===== src/rtl/ll_link_server_if.sv =====
// Handshake bundle between the link clients (ports) and the link-list server.
interface ll_link_server_if #(
  parameter int lpsz  = 8,
  parameter int lpdsz = lpsz + 1
);
  logic              rlp_srdy;
  logic              rlp_drdy;
  logic [lpsz-1:0]   rlp_rd_page;
  logic              rlpr_srdy;
  logic              rlpr_drdy;
  logic [lpdsz-1:0]  rlpr_data;
  logic              drf_srdy;
  logic              drf_drdy;
  logic [2*lpsz-1:0] drf_page_list;
  logic              lnk_srdy;
  logic              lnk_drdy;
  logic [lpsz-1:0]   lnk_page;
  logic [lpdsz-1:0]  lnk_next;
  logic              par_srdy;
  logic              par_drdy;
  logic [lpsz-1:0]   par_page;

  modport master (
    output rlp_srdy, rlp_rd_page, rlpr_drdy, drf_srdy, drf_page_list,
           lnk_srdy, lnk_page, lnk_next, par_drdy,
    input  rlp_drdy, rlpr_srdy, rlpr_data, drf_drdy, lnk_drdy, par_srdy, par_page
  );

  modport slave (
    input  rlp_srdy, rlp_rd_page, rlpr_drdy, drf_srdy, drf_page_list,
           lnk_srdy, lnk_page, lnk_next, par_drdy,
    output rlp_drdy, rlpr_srdy, rlpr_data, drf_drdy, lnk_drdy, par_srdy, par_page
  );
endinterface


===== src/rtl/ll_link_server.sv =====
// Link-list manager: owns the page link memory and the free list.
// Read port serves link lookups and free-list pops; write port serves
// reclaimed-chain splices and per-page link writes.
//
// state  | meaning
// S_INIT | walking the memory, building the initial free list 0..N-1
// S_RUN  | serving rlp/drf/lnk traffic and allocating pages on par
module ll_link_server #(
  parameter int lpsz  = 8,
  parameter int lpdsz = lpsz + 1
) (
  input logic clk,
  input logic reset,
  ll_link_server_if.slave bus
);
  localparam int npages = 2 ** lpsz;
  localparam logic [lpdsz-1:0] stop_page = {1'b1, {(lpdsz-1){1'b0}}};

  typedef enum logic {S_INIT, S_RUN} state_t;

  state_t           state;
  logic [lpsz-1:0]  init_cnt;
  logic [lpdsz-1:0] head;
  logic [lpsz-1:0]  tail;        // only meaningful while the list is non-empty
  logic             pop_pend;
  logic [lpdsz-1:0] pop_link;
  logic [lpdsz-1:0] link_mem [npages];

  logic             run;
  logic             list_empty;
  logic             rlp_acc;
  logic             pop_fire;
  logic             drf_acc;
  logic             lnk_acc;
  logic [lpsz-1:0]  rd_addr;
  logic [lpdsz-1:0] rd_word;
  logic             wr_en;
  logic [lpsz-1:0]  wr_addr;
  logic [lpdsz-1:0] wr_data;
  logic [lpsz-1:0]  drf_start;
  logic [lpsz-1:0]  drf_end;

  assign run        = (state == S_RUN);
  assign list_empty = head[lpdsz-1];
  assign drf_start  = bus.drf_page_list[2*lpsz-1:lpsz];
  assign drf_end    = bus.drf_page_list[lpsz-1:0];

  // Read port: rlp wins; a pop only uses the port when rlp leaves it idle.
  assign bus.rlp_drdy = run && (!bus.rlpr_srdy || bus.rlpr_drdy);
  assign rlp_acc      = bus.rlp_srdy && bus.rlp_drdy;
  assign pop_fire     = run && (!bus.par_srdy || bus.par_drdy) && !list_empty
                        && !pop_pend && !rlp_acc;

  // Write port: a splice must not race a pop, otherwise head==tail could be
  // overwritten by the stale link returned for the popped page.
  assign bus.drf_drdy = run && !pop_pend && !pop_fire;
  assign drf_acc      = bus.drf_srdy && bus.drf_drdy;
  assign bus.lnk_drdy = run && !drf_acc;
  assign lnk_acc      = bus.lnk_srdy && bus.lnk_drdy;

  assign rd_addr = rlp_acc ? bus.rlp_rd_page : head[lpsz-1:0];
  assign rd_word = link_mem[rd_addr];

  // Select the single memory write of this cycle: init fill, splice, or link write.
  always_comb begin
    wr_en   = 1'b0;
    wr_addr = '0;
    wr_data = '0;
    if (state == S_INIT) begin
      wr_en   = 1'b1;
      wr_addr = init_cnt;
      wr_data = (&init_cnt) ? stop_page : (lpdsz'(init_cnt) + lpdsz'(1));
    end else if (drf_acc) begin
      wr_en   = !list_empty;
      wr_addr = tail;
      wr_data = {1'b0, drf_start};
    end else if (lnk_acc) begin
      wr_en   = 1'b1;
      wr_addr = bus.lnk_page;
      wr_data = bus.lnk_next;
    end
  end

  // Link memory write; reads are captured by the control registers below.
  always_ff @(posedge clk) begin
    if (wr_en) link_mem[wr_addr] <= wr_data;
  end

  // Control FSM with registered response, allocation and free-list state.
  always_ff @(posedge clk) begin
    if (reset) begin
      state         <= S_INIT;
      init_cnt      <= '0;
      head          <= stop_page;
      tail          <= '0;
      pop_pend      <= 1'b0;
      pop_link      <= '0;
      bus.rlpr_srdy <= 1'b0;
      bus.rlpr_data <= '0;
      bus.par_srdy  <= 1'b0;
      bus.par_page  <= '0;
    end else begin
      case (state)
        S_INIT: begin
          init_cnt <= init_cnt + 1'b1;
          if (&init_cnt) begin
            head  <= '0;
            tail  <= lpsz'(npages - 1);
            state <= S_RUN;
          end
        end
        S_RUN: begin
          if (rlp_acc) begin
            bus.rlpr_srdy <= 1'b1;
            bus.rlpr_data <= rd_word;
          end else if (bus.rlpr_drdy) begin
            bus.rlpr_srdy <= 1'b0;
          end

          if (pop_fire) begin
            bus.par_srdy <= 1'b1;
            bus.par_page <= head[lpsz-1:0];
            pop_pend     <= 1'b1;
            pop_link     <= rd_word;
          end else if (bus.par_drdy) begin
            bus.par_srdy <= 1'b0;
          end

          // Second half of a pop: the fetched link becomes the new head.
          if (pop_pend) begin
            head     <= pop_link;
            pop_pend <= 1'b0;
          end

          if (drf_acc) begin
            tail <= drf_end;
            if (list_empty) head <= {1'b0, drf_start};
          end
        end
        default: state <= S_INIT;
      endcase
    end
  end
endmodule


===== src/flat_wrapper.sv =====
// flat-port wrapper written by rule: the top's interface ports become plain ports
module ll_link_server_flat 
#(
  parameter int lpsz  = 8,
  parameter int lpdsz = lpsz + 1
)
  (clk, reset, bus_rlp_srdy, bus_rlp_rd_page, bus_rlpr_drdy, bus_drf_srdy, bus_drf_page_list, bus_lnk_srdy, bus_lnk_page, bus_lnk_next, bus_par_drdy, bus_rlp_drdy, bus_rlpr_srdy, bus_rlpr_data, bus_drf_drdy, bus_lnk_drdy, bus_par_srdy, bus_par_page);
  ll_link_server_if #(.lpsz(lpsz), .lpdsz(lpdsz)) bus_i ();
  input logic clk;
  input logic reset;
  input wire logic [$bits(bus_i.rlp_srdy)-1:0] bus_rlp_srdy;
  input wire logic [$bits(bus_i.rlp_rd_page)-1:0] bus_rlp_rd_page;
  input wire logic [$bits(bus_i.rlpr_drdy)-1:0] bus_rlpr_drdy;
  input wire logic [$bits(bus_i.drf_srdy)-1:0] bus_drf_srdy;
  input wire logic [$bits(bus_i.drf_page_list)-1:0] bus_drf_page_list;
  input wire logic [$bits(bus_i.lnk_srdy)-1:0] bus_lnk_srdy;
  input wire logic [$bits(bus_i.lnk_page)-1:0] bus_lnk_page;
  input wire logic [$bits(bus_i.lnk_next)-1:0] bus_lnk_next;
  input wire logic [$bits(bus_i.par_drdy)-1:0] bus_par_drdy;
  output wire logic [$bits(bus_i.rlp_drdy)-1:0] bus_rlp_drdy;
  output wire logic [$bits(bus_i.rlpr_srdy)-1:0] bus_rlpr_srdy;
  output wire logic [$bits(bus_i.rlpr_data)-1:0] bus_rlpr_data;
  output wire logic [$bits(bus_i.drf_drdy)-1:0] bus_drf_drdy;
  output wire logic [$bits(bus_i.lnk_drdy)-1:0] bus_lnk_drdy;
  output wire logic [$bits(bus_i.par_srdy)-1:0] bus_par_srdy;
  output wire logic [$bits(bus_i.par_page)-1:0] bus_par_page;
  assign bus_i.rlp_srdy = bus_rlp_srdy;
  assign bus_i.rlp_rd_page = bus_rlp_rd_page;
  assign bus_i.rlpr_drdy = bus_rlpr_drdy;
  assign bus_i.drf_srdy = bus_drf_srdy;
  assign bus_i.drf_page_list = bus_drf_page_list;
  assign bus_i.lnk_srdy = bus_lnk_srdy;
  assign bus_i.lnk_page = bus_lnk_page;
  assign bus_i.lnk_next = bus_lnk_next;
  assign bus_i.par_drdy = bus_par_drdy;
  assign bus_rlp_drdy = bus_i.rlp_drdy;
  assign bus_rlpr_srdy = bus_i.rlpr_srdy;
  assign bus_rlpr_data = bus_i.rlpr_data;
  assign bus_drf_drdy = bus_i.drf_drdy;
  assign bus_lnk_drdy = bus_i.lnk_drdy;
  assign bus_par_srdy = bus_i.par_srdy;
  assign bus_par_page = bus_i.par_page;
  ll_link_server #(.lpsz(lpsz), .lpdsz(lpdsz)) u_core (.clk(clk), .reset(reset), .bus(bus_i));
endmodule

===== config.mk =====
export PLATFORM = sky130hd
export DESIGN_NAME = ll_link_server_flat
export DESIGN_NICKNAME = d
export VERILOG_FILES = /design/src/rtl/ll_link_server_if.sv /design/src/rtl/ll_link_server.sv /design/src/flat_wrapper.sv
export SDC_FILE = /design/constraint.sdc
export NUM_CORES = 2
export LEC_CHECK = 0
export ABC_AREA = 1
export BUFFER_PORTS_ARGS = -buffer_cell sky130_fd_sc_hd__buf_2
export CAP_MARGIN = 20
export CORE_UTILIZATION = 55
export CTS_CLUSTER_SIZE = 14
export DETAILED_ROUTE_END_ITERATION = 8
export PLACE_DENSITY_LB_ADDON = 0.25
export SLEW_MARGIN = 25
export SYNTH_ARGS = -nofsm -noshare
export SYNTH_HDL_FRONTEND = slang
export SYNTH_SLANG_ARGS = --single-unit

===== constraint.sdc =====
create_clock -name clk -period 18.53 [get_ports clk]
set_input_delay 0.9265 -clock clk [delete_from_list [all_inputs] [get_ports clk]]
set_output_delay 0.9265 -clock clk [all_outputs]
set_load 0.01 [all_outputs]

==> results.py <==
metrics = {
    "timing": {
        "tns_ps": 0,
        "timing.final.hold_violations": 0,
        "setup_violations": 0,
        "min_period_over_period_pct": 36.9,
        "finalCriticalPeriod_ps": 6830,
        "slew_viol_final": 0,
        "slew_headroom_pct": 20.6,
        "rsz0062_at_grt": "false",
        "fin_skew_ps": 38.5,
        "maxClockFrequency_mhz": 146,
        "tightest_slew_ps": 1190,
        "hold_slack_ps": 323,
    },
    "finish": {
        "design_area_um2": 111000,
        "finalNetCount": 9536,
        "final_cell_mix": "nand2_1 (2929), edfxtp_1 (2304), nand3_1 (1749), inv_1 (1326), nor2_1 (269)",
        "fin_util_pct": 60.7,
        "final_common_cell": "nand2_1",
        "area_growth_pct": 9.09,
        "fin_cells": 12154,
        "drive_gt1_share_pct": 6.15,
    },
    "critical_path": {
        "end_kind": "register",
        "cp_data_required_time_ps": 19300,
        "critPathArrivalTime_ps": 7600,
        "worst-path-max-fanout": 210,
        "critPathLaunchType": "register",
        "criticalPathCategory": "reg2reg",
    },
    "yosys": {
        "syn_avg_cell_area_um2": 10.6,
        "syn_inst": 9644,
        "syn_nets": 9693,
        "synth-seq-area-share_pct": 68.8,
        "async_reset_ff_share_pct": 0,
        "ys_warn_count": 0,
        "syn_area_um2": 102000,
        "synth-seq-cells": 2359,
        "ys.flop_type": "edfxtp_1",
        "synth_edf_count": 2304,
        "synth_cell_type_count": 43,
    },
    "global_routing": {
        "first_global_vias": 66318,
        "grt_pass1_wl_mm": 419,
        "grt_use_total_pct": 30.0,
        "overflow": 0,
        "antenna_found_initial": 3,
        "grt_max_degree": 211,
    },
    "power_and_ir_drop": {
        "power_frac_comb_pct": 1.4,
        "p_int_uw": 8470,
        "peakVddDrop_mv": 0.0905,
        "leakage_uw": 0.0444,
        "switching_share_pct": 20.5,
        "power.share.sequential_pct": 54.9,
        "p_sw_uw": 2180,
        "p_per_area_nw_per_um2": 95.6,
        "p_clk_share_pct": 43.7,
    },
    "cts": {
        "cts.sinks": 2359,
        "clk_pin_slew_ps": 60,
        "cts_resized": 0,
        "root_buffer": "clkbuf_16",
        "clk_latency_ps": 900,
        "cts_setup_buffers": 0,
        "cts_hold_buf": 0,
        "cts_tree": "built",
        "cts_buffers": 232,
        "clock_path_buffers": 3,
        "cts-htree-levels": 4,
    },
    "drt": {
        "wl_per_cell_um": 23.2,
        "viasPerCell": 5.76,
        "wl_mm": 282,
        "vias": 69971,
        "drtIter0Drc": 9327,
        "drt_drc_violations_left": 0,
        "antenna_left": 0,
        "first_pass_iters": 6,
    },
    "die": {
        "core_um2": 184000,
        "rows": 157,
        "io-pin-count": 70,
        "initial_utilization_pct": 55.6,
        "die_area_um2": 187000,
        "die_w_um": 433,
        "die_h_um": 433,
    },
    "placement": {
        "placed_cells": 11716,
        "globalplace.congestion": 0.896,
        "portBuffers": 69,
        "dp_hpwl_mm": 157,
        "place_area_um2": 104000,
    },
    "hold_path": {
        "hold_path_class": "in2reg",
    },
    "run_status": {
        "status": "finished, final reports clean",
    },
    "run": {
        "max_cap_viol_count": 0,
    },
}
## registers in the layout, summed over array words and instances, names as in the netlist
signal / cells
u_core.bus.rlpr_srdy: 1
u_core.run: 1
u_core.link_mem: 2304
u_core.bus.par_page: 8
u_core.head: 9
u_core.bus.par_srdy: 1
u_core.init_cnt: 8
u_core.bus.rlpr_data: 9
u_core.pop_pend: 1
u_core.tail: 8
u_core.pop_link: 9
## power by group through the flow
stage          registers (uW)  clock network (uW)  logic, uW
6_report                 5850                4650        153
5_1_grt                  5850                4860        159
4_1_cts                  5850                4670        150
3_5_place_dp             5960                   0        149
3_3_place_gp             5960                   0        147
2_1_floorplan            5990                   0       60.6
## synthesized netlist by cell type, types with 2 or more instances
| library cell | number | area (um2) |
|---|---|---|
| nand2_1 | 2930 | 11000 |
| edfxtp_1 | 2304 | 69200 |
| nand3_1 | 1763 | 8820 |
| inv_1 | 1326 | 4980 |
| buf_2 | 318 | 1590 |
| nor2_1 | 280 | 1050 |
| o211ai_1 | 206 | 1550 |
| clkbuf_1 | 118 | 443 |
| nand3b_1 | 72 | 541 |
| buf_4 | 64 | 480 |
| buf_1 | 56 | 210 |
| dfxtp_1 | 55 | 1100 |
| a21oi_1 | 31 | 155 |
| nand2_2 | 22 | 138 |
| inv_2 | 11 | 41.3 |
| o21ai_0 | 11 | 55.1 |
| o21a_1 | 9 | 67.6 |
| nand3_2 | 8 | 80.1 |
| o221a_2 | 8 | 90.1 |
| nand2_4 | 5 | 56.3 |
| nor2_4 | 5 | 56.3 |
| nor2_2 | 4 | 25.0 |
| a22oi_4 | 3 | 63.8 |
| buf_6 | 3 | 33.8 |
| clkinv_1 | 3 | 11.3 |
| inv_4 | 3 | 18.8 |
| o21ai_1 | 3 | 15.0 |
| o21ai_2 | 3 | 26.3 |
| xor2_1 | 3 | 26.3 |
| a21oi_4 | 2 | 32.5 |
| inv_6 | 2 | 17.5 |
| nand4_1 | 2 | 12.5 |
## metrics by stage
stage / setup slack, ps / total power (uW)
2_1_floorplan: 5320 / 6050
3_3_place_gp: 11300 / 6110
3_5_place_dp: 11170 / 6110
4_1_cts: 11860 / 10700
5_1_grt: 11320 / 10900
6_report: 11700 / 10700
## worst max-delay path, cell delays in order (launching register included)
cell     delay [ps]
dfxtp_1         370
nand2_1         130
nand3_2         530
nand2_4         370
nand2_8         700
buf_4           890
buf_12          640
buf_4           750
nand2_1         130
nand3_1         130
nand3_1          90
nand3_1         190
nand3_1         240
nand3_1         350
nand3_1         160
nand3_1         240
nand3_1         110
nand2_1          80
inv_1            40
## final timing paths
kind                                           endpoint                   start  slack [ps]  cells after the start
worst max-delay path            u_core.bus.rlpr_data[2]    u_core.bus.rlpr_srdy       11700                     18
worst min register to register   u_core.bus.par_page[5]  u_core.bus.par_page[5]         470                      2
worst max register to register  u_core.bus.rlpr_data[2]    u_core.bus.rlpr_srdy       11700                     18
worst min-delay path                     u_core.tail[0]    bus_drf_page_list[0]         320                      2
## logic make-up after synthesis
kind of cell,synth area share [%]
AOI/OAI and AO/OA,2.09
and+or+nand+nor,21.4
DFF,68.8
adders and majority gates,0.0123
buffers and inverters,7.66
xor gates and xnor gates,0.0257
## per-layer routing
layer  vias up  GRT usage, %  share of wire (%)
li1      31766             -                  -
met2      3871          47.1                 47
met5         -             0              0.021
met3       639          5.66                9.9
met4        10          15.2                5.2
met1     33685          40.1                 38
## cell type report
class,instances,area (um2)
well taps,2464,3080
diodes,3,7.51
fillers,14442,72300
flip-flops and latches,2359,70300
multi-input cells,5381,24200
repair buffers,168,1230
clock buffers,291,6090
clock inverters,143,1390
inverters,1345,5070
No activity file was read; power rests on OpenSTA's default activity.
